## config.mk

```make
export PLATFORM = sky130hd
export DESIGN_NAME = svo_sprite_gen_flat
export DESIGN_NICKNAME = d
export VERILOG_FILES = /design/src/rtl/svo_sprite_gen_if.sv /design/src/rtl/svo_sprite_gen.sv /design/src/flat_wrapper.sv
export SDC_FILE = /design/constraint.sdc
export NUM_CORES = 2
export LEC_CHECK = 0
export BUFFER_PORTS_ARGS = -buffer_cell sky130_fd_sc_hd__buf_4
export CORE_UTILIZATION = 63
export CTS_CLUSTER_SIZE = 8
export DETAILED_ROUTE_END_ITERATION = 6
export HOLD_SLACK_MARGIN = 0.08
export PLACE_DENSITY_LB_ADDON = 0.12
export RECOVER_POWER = 25
export SLEW_MARGIN = 15
export SYNTH_ARGS = -nofsm -noshare
export SYNTH_HDL_FRONTEND = slang
export SYNTH_SLANG_ARGS = --single-unit
```

## constraint.sdc

```tcl
create_clock -name clk -period 5 [get_ports clk]
set_input_delay 0.75 -clock clk [delete_from_list [all_inputs] [get_ports clk]]
set_output_delay 0.75 -clock clk [all_outputs]
set_load 0.02 [all_outputs]
```

## src/rtl/svo_sprite_gen_if.sv

```systemverilog
// AXI4-Stream style pixel channel for the sprite generator: one pixel per beat,
// tuser marks the first pixel of a frame.
interface svo_sprite_gen_if #(
  parameter int BITS = 24
);
  logic            tvalid;
  logic            tready;
  logic [BITS-1:0] tdata;
  logic            tuser;

  modport master (output tvalid, output tdata, output tuser, input tready);
  modport slave  (input tvalid, input tdata, input tuser, output tready);
endinterface

```

## src/rtl/svo_sprite_gen.sv

```systemverilog
// Rectangle sprite renderer: streams an H x V frame, painting up to NUM_SPRITES
// solid rectangles over a background colour. Sprite config is double-buffered per frame.
module svo_sprite_gen #(
  parameter int SVO_HOR_PIXELS     = 640,
  parameter int SVO_VER_PIXELS     = 480,
  parameter int SVO_BITS_PER_PIXEL = 24,
  parameter int NUM_SPRITES        = 4,
  parameter int XYBITS             = 12,
  parameter logic [SVO_BITS_PER_PIXEL-1:0] BG_COLOR = '0
) (
  input  logic                          clk,
  input  logic                          resetn,
  input  logic                          cfg_wr,
  input  logic [3:0]                    cfg_idx,
  input  logic [XYBITS-1:0]             cfg_x,
  input  logic [XYBITS-1:0]             cfg_y,
  input  logic [XYBITS-1:0]             cfg_w,
  input  logic [XYBITS-1:0]             cfg_h,
  input  logic [SVO_BITS_PER_PIXEL-1:0] cfg_color,
  input  logic                          cfg_en,
  output logic [15:0]                   frame_count,
  svo_sprite_gen_if.master              out_axis
);

  typedef struct packed {
    logic                          en;
    logic [XYBITS-1:0]             x;
    logic [XYBITS-1:0]             y;
    logic [XYBITS-1:0]             w;
    logic [XYBITS-1:0]             h;
    logic [SVO_BITS_PER_PIXEL-1:0] color;
  } sprite_t;

  // Cursors share the coordinate width, so XYBITS must be able to hold H-1 and V-1.
  localparam logic [XYBITS-1:0] H_LAST = XYBITS'(SVO_HOR_PIXELS - 1);
  localparam logic [XYBITS-1:0] V_LAST = XYBITS'(SVO_VER_PIXELS - 1);

  sprite_t                       pending [NUM_SPRITES];
  sprite_t                       active  [NUM_SPRITES];
  logic [XYBITS-1:0]             h_cur;
  logic [XYBITS-1:0]             v_cur;
  logic [SVO_BITS_PER_PIXEL-1:0] pix;
  logic                          load;
  logic                          h_last;
  logic                          frame_last;

  // Rectangle ends are formed one bit wider so a sprite near the top of the
  // coordinate range cannot wrap around and reappear at the screen origin.
  function automatic logic covers(sprite_t s, logic [XYBITS-1:0] ph, logic [XYBITS-1:0] pv);
    logic [XYBITS:0] x_end;
    logic [XYBITS:0] y_end;
    x_end = {1'b0, s.x} + {1'b0, s.w};
    y_end = {1'b0, s.y} + {1'b0, s.h};
    return s.en && (s.x <= ph) && ({1'b0, ph} < x_end)
                && (s.y <= pv) && ({1'b0, pv} < y_end);
  endfunction

  assign load       = !out_axis.tvalid || out_axis.tready;
  assign h_last     = (h_cur == H_LAST);
  assign frame_last = h_last && (v_cur == V_LAST);

  // Walking from the highest index down lets the lowest covering sprite win.
  always_comb begin
    pix = BG_COLOR;
    for (int i = NUM_SPRITES - 1; i >= 0; i--) begin
      if (covers(active[i], h_cur, v_cur)) pix = active[i].color;
    end
  end

  always_ff @(posedge clk) begin
    if (!resetn) begin
      out_axis.tvalid <= 1'b0;
      out_axis.tdata  <= '0;
      out_axis.tuser  <= 1'b0;
      frame_count     <= '0;
      h_cur           <= '0;
      v_cur           <= '0;
      // NOTE: the sprite tables are register arrays, not RAM, and must leave
      // reset with every sprite disabled, so they are cleared here explicitly.
      for (int i = 0; i < NUM_SPRITES; i++) begin
        pending[i] <= '0;
        active[i]  <= '0;
      end
    end else begin
      if (load) begin
        out_axis.tvalid <= 1'b1;
        out_axis.tdata  <= pix;
        out_axis.tuser  <= (h_cur == '0) && (v_cur == '0);
        if (h_last) begin
          h_cur <= '0;
          v_cur <= frame_last ? '0 : v_cur + XYBITS'(1);
        end else begin
          h_cur <= h_cur + XYBITS'(1);
        end
        // NOTE: non-blocking assignment means active takes pending as it was
        // before this edge, so a cfg write on the frame's last beat waits a frame.
        if (frame_last) begin
          active      <= pending;
          frame_count <= frame_count + 16'd1;
        end
      end
      for (int i = 0; i < NUM_SPRITES; i++) begin
        if (cfg_wr && cfg_idx == 4'(i)) begin
          pending[i] <= '{en: cfg_en, x: cfg_x, y: cfg_y, w: cfg_w, h: cfg_h, color: cfg_color};
        end
      end
    end
  end

endmodule

```

## src/flat_wrapper.sv

```systemverilog
// flat-port wrapper written by rule: the top's interface ports become plain ports
module svo_sprite_gen_flat 
#(
  parameter int SVO_HOR_PIXELS     = 640,
  parameter int SVO_VER_PIXELS     = 480,
  parameter int SVO_BITS_PER_PIXEL = 24,
  parameter int NUM_SPRITES        = 4,
  parameter int XYBITS             = 12,
  parameter logic [SVO_BITS_PER_PIXEL-1:0] BG_COLOR = '0
)
  (clk, resetn, cfg_wr, cfg_idx, cfg_x, cfg_y, cfg_w, cfg_h, cfg_color, cfg_en, frame_count, out_axis_tvalid, out_axis_tdata, out_axis_tuser, out_axis_tready);
  svo_sprite_gen_if #(.BITS(24)) out_axis_i ();
  input  logic clk;
  input  logic resetn;
  input  logic cfg_wr;
  input  logic [3:0] cfg_idx;
  input  logic [XYBITS-1:0] cfg_x;
  input  logic [XYBITS-1:0] cfg_y;
  input  logic [XYBITS-1:0] cfg_w;
  input  logic [XYBITS-1:0] cfg_h;
  input  logic [SVO_BITS_PER_PIXEL-1:0] cfg_color;
  input  logic cfg_en;
  output logic [15:0] frame_count;
  output wire logic [$bits(out_axis_i.tvalid)-1:0] out_axis_tvalid;
  output wire logic [$bits(out_axis_i.tdata)-1:0] out_axis_tdata;
  output wire logic [$bits(out_axis_i.tuser)-1:0] out_axis_tuser;
  input wire logic [$bits(out_axis_i.tready)-1:0] out_axis_tready;
  assign out_axis_tvalid = out_axis_i.tvalid;
  assign out_axis_tdata = out_axis_i.tdata;
  assign out_axis_tuser = out_axis_i.tuser;
  assign out_axis_i.tready = out_axis_tready;
  svo_sprite_gen #(.SVO_HOR_PIXELS(SVO_HOR_PIXELS), .SVO_VER_PIXELS(SVO_VER_PIXELS), .SVO_BITS_PER_PIXEL(SVO_BITS_PER_PIXEL), .NUM_SPRITES(NUM_SPRITES), .XYBITS(XYBITS), .BG_COLOR(BG_COLOR)) u_core (.clk(clk), .resetn(resetn), .cfg_wr(cfg_wr), .cfg_idx(cfg_idx), .cfg_x(cfg_x), .cfg_y(cfg_y), .cfg_w(cfg_w), .cfg_h(cfg_h), .cfg_color(cfg_color), .cfg_en(cfg_en), .frame_count(frame_count), .out_axis(out_axis_i));
endmodule
```

==> impl_metrics.env <==
export IMPL_outcome="complete, but fails checks"
export IMPL_violations="capacitance limit, slew limit"
export IMPL_clk_pin_slew_worst_paths_ns=0.05
export IMPL_synth_ff_type="dfxtp_1"
export IMPL_synth_seq_cells=650
export IMPL_startpoint_type="flip-flop"
export IMPL_grt_pass1_vias=26633
export IMPL_wl_per_cell_um=19.7
export IMPL_totalNegativeSetupSlack_ns=0
export IMPL_yosysWarnings=0
export IMPL_min_period_ns=4.67
export IMPL_die_y_um=230
export IMPL_hold_viol=0
export IMPL_yosysSeqAreaShare=0.396
export IMPL_htree_levels=3
export IMPL_syn_area_sq_um=32900
export IMPL_first_pass_iters=7
export IMPL_rr_endpoint="u_core.out_axis.tdata[18]"
export IMPL_leakagePower_uw=0.0138
export IMPL_synth_nets=4340
export IMPL_clockBufferDepth=3
export IMPL_worstSetupEndpoint="u_core.out_axis.tdata[18]"
export IMPL_drv_slew=421
export IMPL_criticalPathCategory="reg2reg"
export IMPL_die_area_sq_um=53100
export IMPL_grt_usage=0.348
export IMPL_drc=0
export IMPL_rsz0062_at_grt="false"
export IMPL_power_density_nw_per_um2=310
export IMPL_syn_to_final_growth_pct=11.1
export IMPL_postSynthCellCount=3966
export IMPL_vias=27941
export IMPL_hold_ws_ns=0.388
export IMPL_seqCellArea_sq_um=13000
export IMPL_synth_edff_count=0
export IMPL_layout_nets=4377
export IMPL_fin_crit_sh=0.934
export IMPL_place_hpwl_um=60200
export IMPL_clock_sinks=650
export IMPL_cts_buffers=91
export IMPL_whs_path_depth=3
export IMPL_critPathLaunch="u_core.active[122]"
export IMPL_die_x_um=230
export IMPL_crit_fanout=25
export IMPL_grt_max_degree=144
export IMPL_worst_pin_slew_ns=2.46
export IMPL_placement_io_buffers=122
export IMPL_avgSynthCellArea_sq_um=8.29
export IMPL_postCtsSetupRepairBufs=0
export IMPL_viasPerCell=5.96
export IMPL_drtIter0Drc=2271
export IMPL_fin_skew_ns=0.0271
export IMPL_num_rows=83
export IMPL_max_freq_ghz=0.214
export IMPL_antenna_left=0
export IMPL_antenna_found_initial=2
export IMPL_drive_gt1_frac=0.0703
export IMPL_arrival_ns=5.21
export IMPL_dp_cells=4590
export IMPL_end_kind="flip-flop"
export IMPL_initial_core_util=0.640
export IMPL_cts_root_buf="clkbuf_16"
export IMPL_regToRegStartpoint="u_core.active[122]"
export IMPL_async_flop_share=0
export IMPL_hp_class="in2reg"
export IMPL_num_antenna_cells=0
export IMPL_grt_overflow=0
export IMPL_ios=123
export IMPL_wl_um=92500
export IMPL_ff2ff_setup_slack_ns=0.33
export IMPL_clkLatencyLatePin_ns=0.65
export IMPL_core_region_area_sq_um=51400
export IMPL_vdd_ir_drop_worst_mv=0.285
export IMPL_cap_viol_max_count=3
export IMPL_cts_tree="built"
export IMPL_stdcell_count=4691
export IMPL_maxSlewHeadroom=-0.639
export IMPL_ys_types=74
export IMPL_grt_first_pass_wirelength_um=146000
export IMPL_crit_required_ns=5.54
export IMPL_multi_input_area_sq_um=18700
export IMPL_fillerInstances=4230
export IMPL_setup_violations=0
export IMPL_r2r_cells=21
export IMPL_gp_congestion=0.956
## layer usage
layer  part of all wire  track usage  vias up
met5            0.00030            0        -
met4              0.026        0.108        4
met3              0.068       0.0508      172
met2               0.46        0.560      895
met1               0.45        0.481    13351
li1                   -            -    13519
## worst max-delay path, cell delays in order, from the launching register on
cell and delay (ns):
dfxtp_1 0.39, ha_1 0.25, a21o_1 0.17, a21oi_1 0.23, o21bai_1 0.09, a21oi_1 0.22
nor2b_1 0.12, o2111ai_1 0.18, nand3_1 0.13, o41ai_1 0.35, xor2_1 0.12, ha_1 0.29
o21bai_1 0.08, a221oi_2 0.23, o311ai_0 0.18, o21ai_0 0.10, o21ai_0 0.17, and3_4 0.36
a2111oi_4 0.30, buf_12 0.24, nand3_1 0.11, a211oi_2 0.26
## cell families (layout without fill, tap and decap cells)
group,Yosys count,in the layout,share of synthesized area
AO/OA/AOI/OAI,984,984,0.218
AND/OR/NAND/NOR,1587,1587,0.197
XOR/XNOR,111,111,0.0296
buffers and inverters,317,362,0.0383
multiplexers,24,24,0.00730
adder cells (fa/ha/maj),293,293,0.113
flip-flops,650,650,0.396
## area by class of cell
cell class / instances / share of cell area
flip-flops and latches: 650 / 0.356
well taps: 680 / 0.0233
inverters: 93 / 0.00956
clock buffers: 94 / 0.0632
repair buffers: 168 / 0.0317
clock inverters: 7 / 0.00387
multi-input cells: 2999 / 0.512
## layout by cell type (no fill, tap or decap), drive strengths merged, types with 3 or more instances in the layout
cell type	count
and3	12
a211oi	36
nand4	39
dfxtp	650
o31ai	6
inv	96
or3	11
a21boi	590
buf	123
nor2	109
or2	5
nor4	9
o2111ai	12
a31oi	5
ha	285
and2	22
nand3	79
clkbuf	139
nand2	1229
nor2b	26
o21ai	70
a21oi	114
o21a	21
clkinv	3
o21bai	14
o211a	3
a21o	38
o211ai	15
mux2i	24
nor3	23
a2111oi	33
xnor2	63
o41ai	9
nand2b	16
fa	8
a221oi	3
xor2	48
## how the worst min path moves through the flow
stage                   startpoint                  end  slack (ns)
2_1_floorplan  u_core.pending[146]   u_core.active[146]        0.43
3_3_place_gp   u_core.pending[182]   u_core.active[182]        0.44
3_5_place_dp   u_core.pending[153]   u_core.active[153]        0.44
4_1_cts              cfg_color[16]  u_core.pending[162]        0.36
5_1_grt              cfg_color[12]   u_core.pending[85]        0.38
6_report             cfg_color[16]  u_core.pending[162]        0.39
## where the power goes
part | leakage (uW) | internal, uW | switching [uW]
combinational | 0.00731 | 206 | 320
clock | 0.00120 | 3300 | 2230
sequential | 0.00524 | 5230 | 27.7
total | 0.0138 | 8730 | 2580
## synth_stat cells, drive strengths merged, types with 48 or more instances
cell type,count,area [sq um]
o21ai,70,350
ha,285,3570
clkbuf,185,694
a21boi,590,4430
xnor2,63,552
a21oi,114,574
nand2,1229,4610
dfxtp,650,13000
inv,93,349
nand3,79,400
xor2,48,420
nor2,109,414
## per-stage QoR
| step | total power [uW] | utilization | instance area (sq um) | setup WS [ns] |
|---|---|---|---|---|
| floorplan | 5640 | - | 32900 | 0.867 |
| global placement | 5870 | 0.666 | 34200 | 0.374 |
| detailed placement | 5880 | 0.666 | 34200 | 0.216 |
| CTS | 11300 | 0.714 | 36700 | 0.173 |
| global route | 11600 | 0.711 | 36500 | 0.0112 |
| finish | 11300 | 0.711 | 36500 | 0.330 |
## flip-flops by register name, indices dropped and copies added, names as in the netlist
| signal | cells |
|---|---|
| u_core.out_axis.tvalid | 1 |
| u_core.frame_count | 16 |
| u_core.out_axis.tuser | 1 |
| u_core.active | 292 |
| u_core.h_cur | 12 |
| u_core.out_axis.tdata | 24 |
| u_core.pending | 292 |
| u_core.v_cur | 12 |
## what timing repair did
action,in CTS,in global routing
resized for setup,0,8
endpoints found under the setup margin,0,24
hold buffers,0,0
Power figures use the tool's default switching activity.
